===== config.mk =====
export PLATFORM = sky130hd
export DESIGN_NAME = bayer_frame_ctrl_flat
export DESIGN_NICKNAME = d
export VERILOG_FILES = /design/src/rtl/bayer_frame_ctrl_if.sv /design/src/rtl/bayer_frame_ctrl.sv /design/src/flat_wrapper.sv
export SDC_FILE = /design/constraint.sdc
export NUM_CORES = 1
export LEC_CHECK = 0
export CAP_MARGIN = 15
export CORE_MARGIN = 5
export CORE_UTILIZATION = 54
export DETAILED_ROUTE_END_ITERATION = 12
export PLACE_DENSITY = 0.91
export SLEW_MARGIN = 0
export SYNTH_ARGS = -nofsm -noshare
export SYNTH_HDL_FRONTEND = slang
export SYNTH_SLANG_ARGS = --single-unit
export TNS_END_PERCENT = 30

===== constraint.sdc =====
create_clock -name aclk -period 14.75 [get_ports aclk]
set_input_delay 4.425 -clock aclk [delete_from_list [all_inputs] [get_ports aclk]]
set_output_delay 4.425 -clock aclk [all_outputs]
set_load 0.02 [all_outputs]

===== src/rtl/bayer_frame_ctrl_if.sv =====
// AXI4-Stream beat bundle used on both sides of bayer_frame_ctrl.
interface bayer_frame_ctrl_if #(
  parameter int unsigned DATA_W = 40
);
  logic [DATA_W-1:0] tdata;
  logic              tvalid;
  logic              tready;
  logic              tuser;
  logic              tlast;

  modport master (output tdata, output tvalid, output tuser, output tlast, input tready);
  modport slave  (input tdata, input tvalid, input tuser, input tlast, output tready);
endinterface


===== src/rtl/bayer_frame_ctrl.sv =====
// Frame gate for a Bayer AXI4-Stream: SOF sync, line/frame counting, error recovery.
// Optional saturating error counter output err_cnt enabled by BAYER_FRAME_CTRL_ERRCNT_EN.
module bayer_frame_ctrl #(
  parameter int unsigned DATA_W = 40,
  parameter int unsigned CNT_W  = 12
) (
  input  logic             aclk,
  input  logic             areset,
  input  logic             ctrl_start,
  input  logic             ctrl_stop,
  input  logic             ctrl_continuous,
  input  logic [CNT_W-1:0] cfg_line_beats,
  input  logic [CNT_W-1:0] cfg_frame_lines,
  bayer_frame_ctrl_if.slave  s_axis,
  bayer_frame_ctrl_if.master m_axis,
  output logic             line_odd,
  output logic             busy,
  output logic             frame_done,
  output logic             err_line,
  output logic             err_sof,
`ifdef BAYER_FRAME_CTRL_ERRCNT_EN
  output logic [15:0]      err_cnt,
`endif
  output logic [15:0]      frame_cnt
);

  typedef enum logic [1:0] {StIdle, StWaitSof, StPass, StFlush} state_e;

  state_e             state_q, state_d;
  logic [CNT_W-1:0]   x_q, y_q, lb_q, fl_q;
  logic [15:0]        frame_cnt_q;
  logic               stop_pend_q;
  logic               frame_done_q, err_line_q, err_sof_q;

  logic               in_sync, pass_en, fire;
  logic [CNT_W-1:0]   cfg_lb_eff, cfg_fl_eff, lb_cur, fl_cur, bx, by;
  logic               last_x, last_y, line_bad, sof_bad, frame_end, go_idle;
  logic               err_line_d, err_sof_d;
  state_e             beat_next;

  // Beat decode; in the sync states the SOF beat is treated as beat (0,0) of a new frame.
  always_comb begin
    cfg_lb_eff = (cfg_line_beats == '0) ? CNT_W'(1) : cfg_line_beats;
    cfg_fl_eff = (cfg_frame_lines == '0) ? CNT_W'(1) : cfg_frame_lines;
    in_sync    = (state_q == StWaitSof) || (state_q == StFlush);
    pass_en    = (state_q == StPass) || (in_sync && s_axis.tuser && !ctrl_stop);
    fire       = pass_en && s_axis.tvalid && m_axis.tready;
    lb_cur     = (state_q == StPass) ? lb_q : cfg_lb_eff;
    fl_cur     = (state_q == StPass) ? fl_q : cfg_fl_eff;
    bx         = s_axis.tuser ? '0 : x_q;
    by         = s_axis.tuser ? '0 : y_q;
    last_x     = (bx == lb_cur - CNT_W'(1));
    last_y     = (by == fl_cur - CNT_W'(1));
    line_bad   = (s_axis.tlast != last_x);
    sof_bad    = (state_q == StPass) && s_axis.tuser && ((x_q != '0) || (y_q != '0));
    frame_end  = fire && last_x && last_y && !line_bad;
    go_idle    = !ctrl_continuous || stop_pend_q || ctrl_stop;
    err_line_d = fire && line_bad;
    err_sof_d  = fire && sof_bad;
    if (line_bad)       beat_next = StFlush;
    else if (last_x && last_y) beat_next = go_idle ? StIdle : StWaitSof;
    else                beat_next = StPass;
  end

  always_ff @(posedge aclk or posedge areset) begin
    if (areset) state_q <= StIdle;
    else        state_q <= state_d;
  end

  always_comb begin
    state_d = state_q;
    unique case (state_q)
      StIdle:             if (ctrl_start && !ctrl_stop) state_d = StWaitSof;
      StWaitSof, StFlush: begin
        if (ctrl_stop) state_d = StIdle;
        else if (fire) state_d = beat_next;
      end
      StPass:             if (fire) state_d = beat_next;
      default:            state_d = StIdle;
    endcase
  end

  always_comb begin
    s_axis.tready = pass_en ? m_axis.tready : 1'b1;
    m_axis.tvalid = pass_en && s_axis.tvalid;
    m_axis.tdata  = s_axis.tdata[DATA_W-1:0];
    m_axis.tuser  = pass_en && (bx == '0) && (by == '0);
    m_axis.tlast  = pass_en && (last_x || s_axis.tlast);
    busy          = (state_q != StIdle);
    line_odd      = y_q[0];
    frame_done    = frame_done_q;
    err_line      = err_line_q;
    err_sof       = err_sof_q;
    frame_cnt     = frame_cnt_q;
  end

  always_ff @(posedge aclk or posedge areset) begin
    if (areset) begin
      x_q          <= '0;
      y_q          <= '0;
      lb_q         <= CNT_W'(1);
      fl_q         <= CNT_W'(1);
      frame_cnt_q  <= '0;
      stop_pend_q  <= 1'b0;
      frame_done_q <= 1'b0;
      err_line_q   <= 1'b0;
      err_sof_q    <= 1'b0;
    end else begin
      if (fire) begin
        if (line_bad || frame_end) begin
          x_q <= '0;
          y_q <= '0;
        end else begin
          x_q <= last_x ? '0 : bx + CNT_W'(1);
          y_q <= last_x ? by + CNT_W'(1) : by;
        end
        if (in_sync) begin
          lb_q <= cfg_lb_eff;
          fl_q <= cfg_fl_eff;
        end
      end
      if (frame_end) frame_cnt_q <= frame_cnt_q + 16'd1;
      if (state_d == StIdle) stop_pend_q <= 1'b0;
      else if (ctrl_stop)    stop_pend_q <= 1'b1;
      frame_done_q <= frame_end;
      err_line_q   <= err_line_d;
      err_sof_q    <= err_sof_d;
    end
  end

`ifdef BAYER_FRAME_CTRL_ERRCNT_EN
  logic [15:0] err_cnt_q;
  logic [16:0] err_sum;

  always_comb begin
    err_sum = {1'b0, err_cnt_q} + 17'(err_line_d) + 17'(err_sof_d);
    err_cnt = err_cnt_q;
  end

  always_ff @(posedge aclk or posedge areset) begin
    if (areset)          err_cnt_q <= '0;
    else if (ctrl_start) err_cnt_q <= '0;
    else                 err_cnt_q <= err_sum[16] ? 16'hFFFF : err_sum[15:0];
  end
`endif

endmodule


===== src/flat_wrapper.sv =====
// flat-port wrapper written by rule: the top's interface ports become plain ports
module bayer_frame_ctrl_flat 
#(
  parameter int unsigned DATA_W = 40,
  parameter int unsigned CNT_W  = 12
)
  (aclk, areset, ctrl_start, ctrl_stop, ctrl_continuous, cfg_line_beats, cfg_frame_lines, line_odd, busy, frame_done, err_line, err_sof, frame_cnt, s_axis_tdata, s_axis_tvalid, s_axis_tuser, s_axis_tlast, s_axis_tready, m_axis_tdata, m_axis_tvalid, m_axis_tuser, m_axis_tlast, m_axis_tready);
  bayer_frame_ctrl_if #(.DATA_W(DATA_W)) s_axis_i ();
  bayer_frame_ctrl_if #(.DATA_W(DATA_W)) m_axis_i ();
  input  logic aclk;
  input  logic areset;
  input  logic ctrl_start;
  input  logic ctrl_stop;
  input  logic ctrl_continuous;
  input  logic [CNT_W-1:0] cfg_line_beats;
  input  logic [CNT_W-1:0] cfg_frame_lines;
  output logic line_odd;
  output logic busy;
  output logic frame_done;
  output logic err_line;
  output logic err_sof;
  output logic [15:0] frame_cnt;
  input wire logic [$bits(s_axis_i.tdata)-1:0] s_axis_tdata;
  input wire logic [$bits(s_axis_i.tvalid)-1:0] s_axis_tvalid;
  input wire logic [$bits(s_axis_i.tuser)-1:0] s_axis_tuser;
  input wire logic [$bits(s_axis_i.tlast)-1:0] s_axis_tlast;
  output wire logic [$bits(s_axis_i.tready)-1:0] s_axis_tready;
  output wire logic [$bits(m_axis_i.tdata)-1:0] m_axis_tdata;
  output wire logic [$bits(m_axis_i.tvalid)-1:0] m_axis_tvalid;
  output wire logic [$bits(m_axis_i.tuser)-1:0] m_axis_tuser;
  output wire logic [$bits(m_axis_i.tlast)-1:0] m_axis_tlast;
  input wire logic [$bits(m_axis_i.tready)-1:0] m_axis_tready;
  assign s_axis_i.tdata = s_axis_tdata;
  assign s_axis_i.tvalid = s_axis_tvalid;
  assign s_axis_i.tuser = s_axis_tuser;
  assign s_axis_i.tlast = s_axis_tlast;
  assign s_axis_tready = s_axis_i.tready;
  assign m_axis_tdata = m_axis_i.tdata;
  assign m_axis_tvalid = m_axis_i.tvalid;
  assign m_axis_tuser = m_axis_i.tuser;
  assign m_axis_tlast = m_axis_i.tlast;
  assign m_axis_i.tready = m_axis_tready;
  bayer_frame_ctrl #(.DATA_W(DATA_W), .CNT_W(CNT_W)) u_core (.aclk(aclk), .areset(areset), .ctrl_start(ctrl_start), .ctrl_stop(ctrl_stop), .ctrl_continuous(ctrl_continuous), .cfg_line_beats(cfg_line_beats), .cfg_frame_lines(cfg_frame_lines), .s_axis(s_axis_i), .m_axis(m_axis_i), .line_odd(line_odd), .busy(busy), .frame_done(frame_done), .err_line(err_line), .err_sof(err_sof), .frame_cnt(frame_cnt));
endmodule

-- After elaboration in Yosys (flattened, before gate mapping)
Cells that the tools add are included.
- register bits: 70
- output and inout bits: 65
- equal/unequal tests: 6
- mux-type cells: 20
- reductions and logical operators: 38
- add/sub/neg operators: 5
- operator list (cell ; count):
    2-to-1 mux 12 bit ; 10
    zero test 12 bit ; 4
    adder 12 x 1 -> 12 bit, second input constant ; 2
    == test 12 bit ; 2
    nonzero test 12 bit ; 2
    subtractor 12 x 1 -> 12 bit, second input constant ; 2
    adder 16 x 1 -> 16 bit, second input constant ; 1
    logical AND 1 bit ; 16
    2-to-1 mux 2 bit ; 5
    logical OR 1 bit ; 7
    case mux 2 bit (3 select lines) ; 1
    == test 2 bit, second input constant ; 2
    zero test 2 bit ; 2
    2-to-1 mux 1 bit ; 4
    nonzero test 2 bit ; 2
    zero test 1 bit ; 3
    == test 2 x 1 -> 1 bit, second input constant ; 1
    AND reduction 2 bit ; 1
    OR reduction 2 bit ; 1
    inequality test 1 bit ; 1

-- Depth between registers and ports, before layout
- depth in word-level cells: 13
- mapped depth: 22
- mapped depth without buffers: 17

-- Least setup slack after synthesis
Ideal clock, no wire load.
- path type: input to output
- from: input port cfg_line_beats[7]
- to: output port m_axis_tlast
- data arrival time: 7189 ps
- data required time: 10325 ps
- setup slack: 3136 ps
- path buffers: 0
- stages on the path: 13
- path through: nor2_1 a41oi_1 a21o_1 ha_1 or4b_2 o21ai_0 o22ai_1 nor3_1 o21bai_1 nor4_1 nand2_1 ha_1 nor2b_1
- cells in the longest elaborated chain, start to end: 7
- ends and longest elaborated chain (element ; line ; text):
    start: declaration ; flat_wrapper.sv:15 ; input logic [CNT_W-1:0] cfg_line_beats;
    zero test 12 bit ; bayer_frame_ctrl.sv:43 ; cfg_lb_eff = (cfg_line_beats == '0) ? CNT_W'(1) : cfg_line_beats;
    2-to-1 mux 12 bit * ; bayer_frame_ctrl.sv:43 ;
    2-to-1 mux 12 bit * ; bayer_frame_ctrl.sv:48 ; lb_cur = (state_q == StPass) ? lb_q : cfg_lb_eff;
    subtractor 12 x 1 -> 12 bit * ; bayer_frame_ctrl.sv:52 ; last_x = (bx == lb_cur - CNT_W'(1));
    == test 12 bit * ; bayer_frame_ctrl.sv:52 ;
    logical OR 1 bit * ; bayer_frame_ctrl.sv:88 ; m_axis.tlast = pass_en && (last_x || s_axis.tlast);
    logical AND 1 bit * ; bayer_frame_ctrl.sv:88 ;
    end: declaration ; flat_wrapper.sv:31 ; output wire logic [$bits(m_axis_i.tlast)-1:0] m_axis_tlast;
Mark *: on every way between the ends. The rest lies on a longest branch, timed or not.

-- Final worst setup path
- from: input port cfg_line_beats[9]
- to: output port m_axis_tlast
The elaborated chain is that of the path after synthesis.

==> out/qor.csv <==
metric;value;unit
Fin. Hold Viols;0;
Worst Path Max Fanout;7;
post-CTS setup buffer count;0;
Antenna diodes;0;
required time worst endpoint;10.32;ns
layout cells sized above 1;0.103;
Initial Utilization;0.554;
total negative slack;0;ns
cells on worst reg2reg path;17;
HPWL after detailed placement;9830;µm
DRT antenna net count;0;
CTS Buffer Depth;2;
Unique masters post-synth;68;
CTS Buf Count;9;
Logic pwr share;0.246;
vias per inst;6.30;
# resized after CTS;0;
via count;4694;
clock root buffer;clkbuf_8;
pre-CTS WS;1.59;ns
buffers added on ports;57;
worst path arrival time;8.76;ns
Clock power frac;0.330;
hold buffer count at CTS;0;
Sw Pwr;183;µW
Final setup viols;0;
FF-to-FF Start;u_core.state_q[0];
worst rel slew slack;0.249;
overall power;587;µW
Synth-to-Final Area Change;10.9;%
Int Pwr;404;µW
run status;complete, no violations;
# nets final;688;
Clock Skews;0.0128;ns
Mean Syn Cell Area;8.99;µm²
reg-to-reg critical path endpoint;u_core.x_q[4];
gate count of the mapped netlist;599;
number of global-route vias before repair;4718;
TritonCTS clock tree;built;
Worst Hold Class;flip-flop to flip-flop;
Hold Path Depth;1;
crit share post-route;0.894;
Async SR Flop Fraction;1.00;
hold path startpoint;u_core.frame_cnt[15];
Die X-Extent;110;µm
Total GRT Usage;0.234;
Max-Cap Viols;0;
Seq pwr share;0.424;
leakage;0.00250;µW
switch share;0.312;
startpoint types;primary input;
global-route wire length before repair;22600;µm
drt drc;0;
Final min period;13.19;ns
fin cells;745;
register-to-register setup slack;9.04;ns
clk_lat worst skew;0.36;ns
syn_nets;680;
# clock sinks;70;
die height;110;µm
CP Class;primary input to primary output;
drt total wl;13700;µm
number of synthesized flops with an enable pin;0;
PD cells;98.3;mW/mm²
Primary FF master, synth;dfrtp_1;
grt ovf;0;
Iter 0 DRT Violations;525;
Setup crit end kind;primary output;
Clock Pin Slew Worst Setup and Hold Paths;0.08;ns
first-pass iteration count of the detailed router;5;
die area;0.0121;mm²
Hold Path End;u_core.frame_cnt[15];
sequential area share after synthesis;0.326;
final max-slew violation count;0;
row count;36;
Synth Warn #;0;
RSZ-0062 raised after global routing;false;
synthesized area;0.00539;mm²
maximum VDD drop;0.0000412;V
Max Clock Freq;75.8;MHz
Inst Count DP;729;
measured slew at the worst slew-check pin;1.12;ns
# IOs;138;
#FFs+latches synth;70;
final setup margin;1.56;ns
largest net degree at the start of global routing;71;
initial antenna violation count;0;
GP Congestion;0.939;
H-tree depth;3;
Core Area;0.00973;mm²
Routed WL per cell;18.3;µm
[layout by cell type, fill, tap and decap left out, types with 12 or more instances in the layout]
master	instances
o21ai_0	21
xor2_1	15
inv_1	18
clkdlybuf4s50_1	57
mux2_2	22
nor3_1	18
dfrtp_1	68
nor2_1	34
nor2b_1	13
nand2_1	47
a21oi_1	12
nor4_1	21
xnor2_1	38
mux2i_1	29
nand3_1	22
[metal layers]
| layer | GRT usage | vias up | share of wire |
|---|---|---|---|
| met5 | 0 | - | 0 |
| met4 | 0.135 | 0 | 0.040 |
| met3 | 0.0493 | 62 | 0.083 |
| met2 | 0.370 | 235 | 0.48 |
| met1 | 0.295 | 2252 | 0.40 |
| li1 | - | 2145 | - |
[power by group through the flow]
stage          registers [µW]  clock network (µW)  logic [µW]
3_3_place_gp              250                   0         137
2_1_floorplan             241                   0         124
6_report                  249                 194         145
3_5_place_dp              251                   0         142
4_1_cts                   248                 196         144
5_1_grt                   253                 204         159
[state kept, by name (all words and copies together), names as in the netlist]
name	cells
u_core.err_line	1
u_core.err_sof	1
u_core.fl_q	12
u_core.frame_cnt	16
u_core.frame_done	1
u_core.lb_q	12
u_core.state_q	2
u_core.stop_pend_q	1
u_core.x_q	12
u_core.y_q	12
[worst max-delay path, cell delays in order]
cell and delay, ns:
clkdlybuf4s50_1 0.61, nor4_1 0.10, a41oi_1 0.25, a21o_1 0.21, ha_1 0.28, or4b_2 0.61, o21ai_0 0.18, o22ai_1 0.12
nor3_1 0.25, o21bai_1 0.09, nor4_1 0.48, nand2_1 0.20, ha_1 0.23, nor2b_1 0.11, clkdlybuf4s50_1 0.61
[through the flow]
stage,util,area [µm²],hold WS (ns)
global placement,0.589,5730,0.463
CTS,0.614,5970,0.491
global route,0.614,5970,0.518
detailed placement,0.589,5730,0.465
finish,0.614,5970,0.486
floorplan,-,5390,0.461
[worst max-delay path by stage]
stage	startpoint	endpoint	slack, ns	cells after the start
floorplan	cfg_line_beats[7]	m_axis_tlast	3.14	13
global placement	cfg_line_beats[9]	m_axis_tlast	1.70	15
detailed placement	cfg_line_beats[9]	m_axis_tlast	1.59	15
CTS	cfg_line_beats[9]	m_axis_tlast	1.57	15
global route	cfg_line_beats[9]	m_axis_tlast	1.30	15
finish	cfg_line_beats[9]	m_axis_tlast	1.56	15
[synth_stat cells, types with 10 or more instances]
library cell / count / share of area
nand3_1: 22 / 0.020
mux2i_1: 29 / 0.054
nand2_1: 47 / 0.033
nor2_1: 34 / 0.024
xor2_1: 15 / 0.024
clkbuf_1: 14 / 0.0098
xnor2_1: 38 / 0.062
buf_4: 41 / 0.057
mux2_2: 22 / 0.046
nor4_1: 21 / 0.024
a21oi_1: 12 / 0.011
o21ai_0: 21 / 0.020
or3_1: 10 / 0.012
and3_1: 11 / 0.013
nand4_1: 11 / 0.013
nor2b_1: 14 / 0.016
nor3_1: 18 / 0.017
nand3b_1: 10 / 0.014
dfrtp_1: 68 / 0.32
inv_1: 19 / 0.013
[kinds of logic (layout without fill, tap and decap cells)]
group,Yosys count,count (layout),synth area share
compound gates,94,94,0.122
fa+ha+maj,8,8,0.0186
buf+inv,84,97,0.0941
flops,70,70,0.326
simple gates,237,237,0.247
xor+xnor,54,54,0.0904
mux,52,52,0.102
[area by class of cell]
class / instances / area [µm²]
well taps: 133 / 166
repair buffers: 62 / 608
clock buffers: 10 / 138
flip-flops and latches: 70 / 1750
inverters: 19 / 71.3
clock inverters: 6 / 109
fillers: 812 / 3750
multi-input cells: 445 / 3130
Power figures use the tool's default switching activity.
